<file path="config.mk">
export PLATFORM = sky130hd
export DESIGN_NAME = bus_matrix_rr_flat
export DESIGN_NICKNAME = d
export VERILOG_FILES = /design/src/rtl/bus_matrix_rr_if.sv /design/src/rtl/bus_matrix_rr.sv /design/src/flat_wrapper.sv
export SDC_FILE = /design/constraint.sdc
export NUM_CORES = 1
export LEC_CHECK = 0
export ABC_AREA = 0
export CAP_MARGIN = 25
export CORE_AREA = 4 4 194 196
export CTS_CLUSTER_SIZE = 25
export DETAILED_ROUTE_END_ITERATION = 16
export DIE_AREA = 0 0 198 200
export GPL_TIMING_DRIVEN = 1
export PLACE_DENSITY = 0.42
export SYNTH_ARGS = -nofsm -noshare
export SYNTH_HDL_FRONTEND = slang
export SYNTH_SLANG_ARGS = --single-unit
</file>
<file path="constraint.sdc">
create_clock -name main_clk_i -period 15.95 [get_ports main_clk_i]
set_input_delay 3.19 -clock main_clk_i [delete_from_list [all_inputs] [get_ports main_clk_i]]
set_output_delay 3.19 -clock main_clk_i [all_outputs]
set_load 0.05 [all_outputs]
</file>
<file path="src/rtl/bus_matrix_rr_if.sv">
// Signal bundle between bus_matrix_rr, its masters and its slaves.
// The slave modport is the matrix's own view; the master modport is the surrounding system.
interface bus_matrix_rr_if #(
   parameter int nmst_p      = 3,
   parameter int nslv_p      = 2,
   parameter int addrwidth_p = 32,
   parameter int datawidth_p = 32,
   parameter int tranwidth_p = 2
);
   logic [nmst_p*tranwidth_p-1:0] mst_trans_i;
   logic [nmst_p*addrwidth_p-1:0] mst_addr_i;
   logic [nmst_p-1:0]             mst_write_i;
   logic [nmst_p*datawidth_p-1:0] mst_wdata_i;
   logic [nmst_p-1:0]             mst_ready_o;
   logic [nmst_p-1:0]             mst_resp_o;
   logic [nmst_p*datawidth_p-1:0] mst_rdata_o;
   logic [nslv_p*tranwidth_p-1:0] slv_trans_o;
   logic [nslv_p*addrwidth_p-1:0] slv_addr_o;
   logic [nslv_p-1:0]             slv_write_o;
   logic [nslv_p*datawidth_p-1:0] slv_wdata_o;
   logic [nslv_p-1:0]             slv_ready_i;
   logic [nslv_p-1:0]             slv_resp_i;
   logic [nslv_p*datawidth_p-1:0] slv_rdata_i;

   modport slave (
      input  mst_trans_i, mst_addr_i, mst_write_i, mst_wdata_i,
      input  slv_ready_i, slv_resp_i, slv_rdata_i,
      output mst_ready_o, mst_resp_o, mst_rdata_o,
      output slv_trans_o, slv_addr_o, slv_write_o, slv_wdata_o
   );

   modport master (
      output mst_trans_i, mst_addr_i, mst_write_i, mst_wdata_i,
      output slv_ready_i, slv_resp_i, slv_rdata_i,
      input  mst_ready_o, mst_resp_o, mst_rdata_o,
      input  slv_trans_o, slv_addr_o, slv_write_o, slv_wdata_o
   );
endinterface

</file>
<file path="src/rtl/bus_matrix_rr.sv">
// Masters-to-slaves matrix with per-slave round-robin grant, window decode, timeout and unmapped error.
// Grant is registered (request -> slave 1 cycle); slave ready passes straight through; waiting masters simply stall.
module bus_matrix_rr #(
   parameter int nmst_p      = 3,
   parameter int nslv_p      = 2,
   parameter int addrwidth_p = 32,
   parameter int datawidth_p = 32,
   parameter int tranwidth_p = 2,
   parameter logic [nslv_p*addrwidth_p-1:0] slv_base_p = '0,
   parameter logic [nslv_p*addrwidth_p-1:0] slv_mask_p = '0,
   parameter int timeout_p   = 0
) (
   input  logic           main_clk_i,
   input  logic           main_rst_an_i,
   bus_matrix_rr_if.slave bus
);
   localparam int mw_c = (nmst_p > 1) ? $clog2(nmst_p) : 1;
   localparam int sw_c = (nslv_p > 1) ? $clog2(nslv_p) : 1;

   typedef enum logic {IDLE, BUSY} state_t;

   logic [nmst_p-1:0] mst_req;
   logic [nmst_p-1:0] mst_mapped;
   logic [sw_c-1:0]   mst_sel [nmst_p];
   logic [nmst_p-1:0] slv_req [nslv_p];
   state_t            state_q [nslv_p];
   state_t            state_d [nslv_p];
   logic [mw_c-1:0]   gnt_q [nslv_p];
   logic [mw_c-1:0]   gnt_d [nslv_p];
   logic [mw_c-1:0]   ptr_q [nslv_p];
   logic [mw_c-1:0]   ptr_d [nslv_p];
   logic [31:0]       cnt_q [nslv_p];
   logic [31:0]       cnt_d [nslv_p];
   logic [nslv_p-1:0] tmo;
   logic [nslv_p-1:0] done;
   logic [nmst_p-1:0] err_q;

   // Descending scan so the lowest matching window index wins on overlap.
   always_comb begin
      for (int i = 0; i < nmst_p; i++) begin
         mst_req[i]    = |bus.mst_trans_i[i*tranwidth_p +: tranwidth_p];
         mst_mapped[i] = 1'b0;
         mst_sel[i]    = '0;
         for (int j = nslv_p - 1; j >= 0; j--) begin
            if ((bus.mst_addr_i[i*addrwidth_p +: addrwidth_p] & slv_mask_p[j*addrwidth_p +: addrwidth_p])
                == slv_base_p[j*addrwidth_p +: addrwidth_p]) begin
               mst_mapped[i] = 1'b1;
               mst_sel[i]    = sw_c'(j);
            end
         end
      end
   end

   always_comb begin
      for (int j = 0; j < nslv_p; j++) begin
         for (int i = 0; i < nmst_p; i++) begin
            slv_req[j][i] = mst_req[i] & mst_mapped[i] & (mst_sel[i] == sw_c'(j));
         end
         tmo[j]  = (state_q[j] == BUSY) && (timeout_p != 0) && (cnt_q[j] == 32'(timeout_p))
                   && !bus.slv_ready_i[j];
         done[j] = (state_q[j] == BUSY) && (bus.slv_ready_i[j] || tmo[j]);
      end
   end

   always_comb begin
      logic            found;
      int              idx_i;
      logic [mw_c-1:0] idx;
      found = 1'b0;
      idx_i = 0;
      idx   = '0;
      for (int j = 0; j < nslv_p; j++) begin
         state_d[j] = state_q[j];
         gnt_d[j]   = gnt_q[j];
         ptr_d[j]   = ptr_q[j];
         cnt_d[j]   = cnt_q[j];
         case (state_q[j])
            IDLE: begin
               if (|slv_req[j]) begin
                  found = 1'b0;
                  for (int k = 0; k < nmst_p; k++) begin
                     idx_i = (int'(ptr_q[j]) + k) % nmst_p;
                     idx   = mw_c'(idx_i);
                     if (!found && slv_req[j][idx]) begin
                        found    = 1'b1;
                        gnt_d[j] = idx;
                        ptr_d[j] = mw_c'((idx_i + 1) % nmst_p);
                     end
                  end
                  state_d[j] = BUSY;
                  cnt_d[j]   = 32'd1;
               end
            end
            BUSY: begin
               if (done[j]) begin
                  state_d[j] = IDLE;
                  cnt_d[j]   = '0;
               end else begin
                  cnt_d[j] = cnt_q[j] + 32'd1;
               end
            end
            default: state_d[j] = IDLE;
         endcase
      end
   end

   always_ff @(posedge main_clk_i or negedge main_rst_an_i) begin
      if (!main_rst_an_i) begin
         for (int j = 0; j < nslv_p; j++) begin
            state_q[j] <= IDLE;
            gnt_q[j]   <= '0;
            ptr_q[j]   <= '0;
            cnt_q[j]   <= '0;
         end
         err_q <= '0;
      end else begin
         for (int j = 0; j < nslv_p; j++) begin
            state_q[j] <= state_d[j];
            gnt_q[j]   <= gnt_d[j];
            ptr_q[j]   <= ptr_d[j];
            cnt_q[j]   <= cnt_d[j];
         end
         // Flag lives for exactly one cycle, producing the error response.
         for (int i = 0; i < nmst_p; i++) begin
            err_q[i] <= err_q[i] ? 1'b0 : (mst_req[i] & ~mst_mapped[i]);
         end
      end
   end

   always_comb begin
      logic [nmst_p-1:0]             rdy;
      logic [nmst_p-1:0]             rsp;
      logic [nmst_p*datawidth_p-1:0] rd;
      rdy = err_q;
      rsp = err_q;
      rd  = '0;
      bus.slv_trans_o = '0;
      bus.slv_addr_o  = '0;
      bus.slv_write_o = '0;
      bus.slv_wdata_o = '0;
      for (int j = 0; j < nslv_p; j++) begin
         for (int i = 0; i < nmst_p; i++) begin
            if (state_q[j] == BUSY && gnt_q[j] == mw_c'(i)) begin
               bus.slv_trans_o[j*tranwidth_p +: tranwidth_p] = bus.mst_trans_i[i*tranwidth_p +: tranwidth_p];
               bus.slv_addr_o[j*addrwidth_p +: addrwidth_p]  = bus.mst_addr_i[i*addrwidth_p +: addrwidth_p];
               bus.slv_write_o[j]                             = bus.mst_write_i[i];
               bus.slv_wdata_o[j*datawidth_p +: datawidth_p] = bus.mst_wdata_i[i*datawidth_p +: datawidth_p];
               rdy[i] = rdy[i] | done[j];
               rsp[i] = rsp[i] | (tmo[j] ? 1'b1 : bus.slv_resp_i[j]);
               if (!tmo[j]) begin
                  rd[i*datawidth_p +: datawidth_p] = bus.slv_rdata_i[j*datawidth_p +: datawidth_p];
               end
            end
         end
      end
      bus.mst_ready_o = rdy;
      bus.mst_resp_o  = rsp;
      bus.mst_rdata_o = rd;
   end
endmodule

</file>
<file path="src/flat_wrapper.sv">
// flat-port wrapper written by rule: the top's interface ports become plain ports
module bus_matrix_rr_flat 
#(
   parameter int nmst_p      = 3,
   parameter int nslv_p      = 2,
   parameter int addrwidth_p = 32,
   parameter int datawidth_p = 32,
   parameter int tranwidth_p = 2,
   parameter logic [nslv_p*addrwidth_p-1:0] slv_base_p = '0,
   parameter logic [nslv_p*addrwidth_p-1:0] slv_mask_p = '0,
   parameter int timeout_p   = 0
)
  (main_clk_i, main_rst_an_i, bus_mst_trans_i, bus_mst_addr_i, bus_mst_write_i, bus_mst_wdata_i, bus_slv_ready_i, bus_slv_resp_i, bus_slv_rdata_i, bus_mst_ready_o, bus_mst_resp_o, bus_mst_rdata_o, bus_slv_trans_o, bus_slv_addr_o, bus_slv_write_o, bus_slv_wdata_o);
  bus_matrix_rr_if #(.nmst_p(nmst_p), .nslv_p(nslv_p), .addrwidth_p(addrwidth_p), .datawidth_p(datawidth_p), .tranwidth_p(tranwidth_p)) bus_i ();
  input  logic main_clk_i;
  input  logic main_rst_an_i;
  input wire logic [$bits(bus_i.mst_trans_i)-1:0] bus_mst_trans_i;
  input wire logic [$bits(bus_i.mst_addr_i)-1:0] bus_mst_addr_i;
  input wire logic [$bits(bus_i.mst_write_i)-1:0] bus_mst_write_i;
  input wire logic [$bits(bus_i.mst_wdata_i)-1:0] bus_mst_wdata_i;
  input wire logic [$bits(bus_i.slv_ready_i)-1:0] bus_slv_ready_i;
  input wire logic [$bits(bus_i.slv_resp_i)-1:0] bus_slv_resp_i;
  input wire logic [$bits(bus_i.slv_rdata_i)-1:0] bus_slv_rdata_i;
  output wire logic [$bits(bus_i.mst_ready_o)-1:0] bus_mst_ready_o;
  output wire logic [$bits(bus_i.mst_resp_o)-1:0] bus_mst_resp_o;
  output wire logic [$bits(bus_i.mst_rdata_o)-1:0] bus_mst_rdata_o;
  output wire logic [$bits(bus_i.slv_trans_o)-1:0] bus_slv_trans_o;
  output wire logic [$bits(bus_i.slv_addr_o)-1:0] bus_slv_addr_o;
  output wire logic [$bits(bus_i.slv_write_o)-1:0] bus_slv_write_o;
  output wire logic [$bits(bus_i.slv_wdata_o)-1:0] bus_slv_wdata_o;
  assign bus_i.mst_trans_i = bus_mst_trans_i;
  assign bus_i.mst_addr_i = bus_mst_addr_i;
  assign bus_i.mst_write_i = bus_mst_write_i;
  assign bus_i.mst_wdata_i = bus_mst_wdata_i;
  assign bus_i.slv_ready_i = bus_slv_ready_i;
  assign bus_i.slv_resp_i = bus_slv_resp_i;
  assign bus_i.slv_rdata_i = bus_slv_rdata_i;
  assign bus_mst_ready_o = bus_i.mst_ready_o;
  assign bus_mst_resp_o = bus_i.mst_resp_o;
  assign bus_mst_rdata_o = bus_i.mst_rdata_o;
  assign bus_slv_trans_o = bus_i.slv_trans_o;
  assign bus_slv_addr_o = bus_i.slv_addr_o;
  assign bus_slv_write_o = bus_i.slv_write_o;
  assign bus_slv_wdata_o = bus_i.slv_wdata_o;
  bus_matrix_rr #(.nmst_p(nmst_p), .nslv_p(nslv_p), .addrwidth_p(addrwidth_p), .datawidth_p(datawidth_p), .tranwidth_p(tranwidth_p), .slv_base_p(slv_base_p), .slv_mask_p(slv_mask_p), .timeout_p(timeout_p)) u_core (.main_clk_i(main_clk_i), .main_rst_an_i(main_rst_an_i), .bus(bus_i));
endmodule
</file>
==> out/results.txt, run 1 <==
Initial DRT Pass Iterations - 4
largest net degree at the start of global routing - 105
CTS Hold Bufs - 0
I/O pin cnt - 507
detailed placer's ending HPWL - 28340 µm
Hold Path Class - register to register
Fin. Hold Viols - 0
leading area contributor after synthesis - and2_1
CP required - 16100 ps
most used cell, CP - ha_1
min cycle time layout - 10460 ps
CTS H-tree lvls - 1
EDFF count, synth - 0
Pwr per Cell Area - 197.9 nW/µm²
sw power - 1.217 mW
Initial Utilization - 13.02%
Clk pwr share - 2.1%
Power Internal - 819.2 µW
Avg Vias per Cell - 4.220
Fin Clk Skew - 0.5436 ps
Slowest-stage cell, CP - or4_1
peak supply drop - 0.0001575 V
critical path class - input port to register
synth unique cells - 72
run status - complete, no violations
Synth Net Count - 990
CTS tree - built
Clk Latency, worst-skew pair - 230 ps
design area - 10290 µm²
routed length per instance - 21.50 µm
Yosys Warn Count - 0
leakage - 3.907 nW
# resized after CTS - 0
die width - 198 µm
Post-synth top cells - 173 x and2_1, 79 x nand2_1, 77 x o21ai_0
Sw Share - 59.77%
via count of the routed design - 6883
Mapped Avg Cell Area - 6.685 µm²
Worst slew margin - 31.96%
first-pass GRT wire length - 47640 µm
CTS Buffer Depth - 2
Slew @ Worst Pin - 1021 ps
CP endpoint kind - register
final-stage net count - 1450
post-route clock period utilization - 65.61%
die area - 39600 µm²
Die H - 200 µm
non-filler cells, final - 1631
top-area cell type share of the netlist area - 23.03%
Num CTS Buffers - 3
CP max FO - 16
# Post-CTS Setup Buffers - 0
clock sinks - 6
critical path arrival - 10610 ps
ANT nets after route - 0
Cell Area, Synth - 4700 µm²
Tot GR Track Use - 15.82%
Area growth, synth to finish - 119.0%
DRC - 0
Routed WL - 35060 µm
slowest cell delay on critical path - 590 ps
RSZ-0062 raised after global routing - false
Logic pwr share - 95.8%
initial antenna violation count - 4
setup_tns - 0 ps
clock-pin slew on the worst setup and hold paths - 30 ps
# rows - 70
Tot Pwr - 2.036 mW
Clock Tree Root - clkbuf_16
placer congestion estimate - 0.8523
register area share after synthesis - 3.195%
Core ar. - 36080 µm²
dpl cell area - 10210 µm²
Overflow after GRT - 0
Worst Setup Start Kind - input port
Fmax - 95.57 MHz
placed cell count - 1626
Post-Syn Instances - 703
PortBufs - 506
layout cells sized above 1 - 3.012%
vias in the first global route - 6626
Synth Register Bits - 6
Synth area leaders - and2_1 23%, mux2i_1 15%, o21ai_0 8.2%
Post-synth ARST share - 100.0%
max-cap violations - 0
Post-synth top flop - dfrtp_1
final setup fails - 0
pins over their slew limit - 0
1st-iter DRT viols - 368
Flop pwr share - 2.1%
count leader, synth - and2_1
# fillers - 3943
==> layout by cell type, fill, tap and decap left out, types with 4 or more instances in the layout <==
cell / instances
a21o_1: 5
a21oi_1: 10
a22o_1: 34
and2_1: 173
and3_1: 40
buf_4: 8
clkdlybuf4s50_1: 506
ha_1: 16
inv_1: 16
mux2i_1: 72
nand2_1: 79
nand3_1: 5
nand4_1: 6
nor2_1: 11
nor3_1: 6
nor4_1: 5
o21ai_0: 77
xnor2_1: 4
==> worst max-delay path, delay by kind of cell <==
family / cells / cell delay (ps)
AO/OA/AOI/OAI: 9 / 2670
XOR/XNOR: 1 / 140
adder cells (fa/ha/maj): 4 / 1370
buffers and inverters: 2 / 630
multiplexers: 1 / 490
AND/OR/NAND/NOR: 8 / 2090
==> cells by family (layout without fill, tap and decap cells) <==
logic type / after synthesis / after routing / share of synthesized area, %
and+or+nand+nor: 350 / 350 / 42.39
AOI/OAI and AO/OA: 173 / 173 / 26.09
buffers and inverters: 76 / 535 / 6.470
muxes: 75 / 75 / 16.29
adders and majority gates: 16 / 16 / 4.260
xor gates and xnor gates: 7 / 7 / 1.305
DFF: 6 / 6 / 3.195
other: 0 / 1 / 0
==> state kept, by name, summed over array words and instances, names as in the netlist <==
signal,cells
u_core.state_q,2
u_core.ptr_q,2
u_core.gnt_q,2
==> power by group through the flow <==
stage | clock network, mW | registers (mW) | logic (mW)
after detailed placement | 0 | 0.0445 | 1.94
final | 0.0419 | 0.0436 | 1.95
after floorplan | 0 | 0.0269 | 1.41
after CTS | 0.0427 | 0.0445 | 1.96
after global placement | 0 | 0.0447 | 1.95
after global routing | 0.0435 | 0.0452 | 2.11
==> metal layers <==
layer,track usage (%),wire length (µm),part of all wire [%]
met5,0,35,0.10
met4,3.035,666,1.9
met3,3.290,2114,6.0
met2,28.50,18000,51
met1,19.64,14240,41
==> area by class of cell <==
class / count / area, µm² / area share [%]
well taps: 468 / 585.6 / 5.689
multi-input cells: 621 / 4260 / 41.39
flip-flops and latches: 6 / 160.2 / 1.556
repair buffers: 515 / 5145 / 49.99
clock buffers: 4 / 78.83 / 0.7659
inverters: 16 / 60.06 / 0.5835
diodes: 1 / 2.502 / 0.02431
==> metrics by stage <==
stage	hold slack [ps]	utilization, %	setup WS, ps
2_1_floorplan	630.9	-	6921
3_3_place_gp	761.4	28.24	5431
3_5_place_dp	742.5	28.30	5297
4_1_cts	747.0	28.52	5520
5_1_grt	815.0	28.52	5016
6_report	747.0	28.52	5486
==> path summary, 6_finish.rpt <==
path / startpoint / endpoint / depth (start not counted) / slack (ps)
worst max-delay path: bus_mst_trans_i[1] / u_core.ptr_q[3] / 25 / 5490
worst min-delay path: u_core.ptr_q[3] / u_core.ptr_q[3] / 2 / 750
worst max register to register: u_core.ptr_q[2] / u_core.ptr_q[3] / 26 / 7800
worst min register to register: u_core.ptr_q[3] / u_core.ptr_q[3] / 2 / 750
max in group asynchronous: main_rst_an_i / u_core.gnt_q[2] / 1 / 12440
min in group asynchronous: main_rst_an_i / u_core.state_q[0] / 1 / 3230
Power figures use the tool's default switching activity.
==> run 2, diff against run 1 <==
- CORE_AREA: 4 4 194 196 -> 4 4 192 194
- DIE_AREA: 0 0 198 200 -> 0 0 196 198
- clock period: 15.95 -> 10.04 ns (I/O delays scaled with it)
==> run 2 against run 1 <==
  * Flip-flop and latch count stayed put
  * Largest power group unchanged
  * Worst setup slack worse by 4800 ps
  * Sequential power is 34% higher
  * Highest routed layer unchanged
  * Total power increased by 59%
  * Combinational power rose by 59%
  * Clock power is 62% higher
  * Cell count is 0.37% lower
  * Worst hold slack got worse by 57 ps
==> out/results.txt, run 2 (synthesis gave the netlist of run 1 again) <==
setup_tns - 0 ps
Pwr per Cell Area - 313.3 nW/µm²
pre-CTS WS - 206.7 ps
first-pass GRT wire length - 49080 µm
Worst Min Path Start - u_core.ptr_q[3]
max-cap violations - 0
# Post-CTS Setup Buffers - 0
hold endpoint - u_core.ptr_q[3]
leakage - 3.933 nW
1st-iter DRT viols - 297
pins over their slew limit - 0
slowest cell delay on critical path - 600 ps
Initial Utilization - 13.34%
critical path arrival - 9440 ps
commonest non-fill, non-tap cells in the layout - 506 x clkdlybuf4s50_1, 173 x and2_1, 79 x nand2_1
CTS H-tree lvls - 1
Num CTS Buffers - 3
critical path class - input port to register
# fillers - 3846
dpl cell area - 10230 µm²
Core ar. - 35220 µm²
Initial DRT Pass Iterations - 6
layout cells sized above 1 - 3.181%
Hold Path Class - register to register
die width - 196 µm
RR Endpoint - u_core.ptr_q[2]
Die H - 198 µm
flop-to-flop setup slack - 1870 ps
design area - 10340 µm²
Tot GR Track Use - 16.44%
largest net degree at the start of global routing - 105
CP endpoint kind - register
Worst slew margin - 42.06%
Routed WL - 34980 µm
R2R depth - 27
placed cell count - 1619
CTS Hold Bufs - 0
I/O pin cnt - 507
post-route clock period utilization - 93.08%
biggest registers after layout - u_core.gnt_q (2), u_core.ptr_q (2), u_core.state_q (2)
Fmax - 107.0 MHz
placer congestion estimate - 0.8371
Multi-input gate area - 4260 µm²
commonest non-fill, non-tap cell in the layout - clkdlybuf4s50_1
CP required - 10140 ps
Area growth, synth to finish - 120.0%
final-stage net count - 1452
PortBufs - 506
Seq. cell area - 160.2 µm²
clock sinks - 6
min cycle time layout - 9345 ps
Overflow after GRT - 0
CP max FO - 16
RSZ-0062 raised after global routing - false
peak supply drop - 0.0003657 V
r2r startpoint - u_core.ptr_q[3]
run status - complete, no violations
die area - 38810 µm²
routed length per instance - 21.53 µm
vias in the first global route - 6728
# rows - 69
Worst Setup Start Kind - input port
CTS Buffer Depth - 2
hold path cells - 2
initial antenna violation count - 2
Slowest-stage cell, CP - or4_1
non-filler cells, final - 1625
# resized after CTS - 0
CTS tree - built
Tot Pwr - 3.240 mW
via count of the routed design - 6810
clock-pin slew on the worst setup and hold paths - 40 ps
Avg Vias per Cell - 4.191
Fin. Hold Viols - 0
Slew @ Worst Pin - 867.3 ps
final setup fails - 0
final worst-path setup slack - 695.2 ps
Worst Hold Margin - 690.2 ps
ANT nets after route - 0
Clock Tree Root - clkbuf_16
Fin Clk Skew - 5.321 ps
detailed placer's ending HPWL - 27990 µm
DRC - 0
final core utilization - 29.35%
Clk Latency, worst-skew pair - 230 ps
most used cell, CP - ha_1
-- run 2: changes by cell type in the layout (fill, tap and decap cells not counted) --
cell / previous run / this run
buf_16: 0 / 3
buf_12: 1 / 0
buf_2: 0 / 1
buf_4: 8 / 7
clkbuf_1: 1 / 0
-- run 2: critical path: cells and delay by family --
kind / cells / cell delay [ps]
xor+xnor: 1 / 130
mux: 1 / 460
compound gates: 10 / 2790
buf+inv: 3 / 980
fa+ha+maj: 4 / 1360
simple gates: 7 / 1720
-- run 2: worst max-delay path by stage --
| stage | startpoint | end | slack (ps) |
|---|---|---|---|
| floorplan | bus_mst_trans_i[5] | u_core.ptr_q[3] | 2190 |
| global placement | bus_mst_trans_i[3] | u_core.ptr_q[3] | 350 |
| detailed placement | bus_mst_trans_i[3] | u_core.ptr_q[3] | 210 |
| CTS | bus_mst_trans_i[3] | u_core.ptr_q[3] | 420 |
| global route | bus_mst_trans_i[1] | u_core.ptr_q[3] | 270 |
| finish | bus_mst_trans_i[3] | u_core.ptr_q[2] | 700 |
-- run 2: metal layers --
metal,wire [µm],vias to the layer above,global-route usage [%]
met4,316,2,1.396
met2,18410,225,30.81
met5,13,-,0
li1,-,3425,-
met1,14160,3142,20.16
met3,2079,16,3.369
-- run 2: power by group --
| group | switching, mW | internal (mW) | leakage, nW | total [mW] |
|---|---|---|---|---|
| clock network | 0.0164 | 0.0515 | 0.0370 | 0.0679 |
| registers | 0.0228 | 0.0355 | 0.0687 | 0.0583 |
| logic | 1.89 | 1.22 | 3.83 | 3.11 |
| total | 1.93 | 1.31 | 3.93 | 3.24 |
-- run 2: cell type report --
cell class / instances / share of cell area (%)
Tap cell: 461 / 5.578
Antenna cell: 1 / 0.02420
Sequential cell: 6 / 1.549
Inverter: 16 / 0.5808
Clock buffer: 3 / 0.7260
Timing Repair Buffer: 517 / 50.34
Multi-Input combinational cell: 621 / 41.20
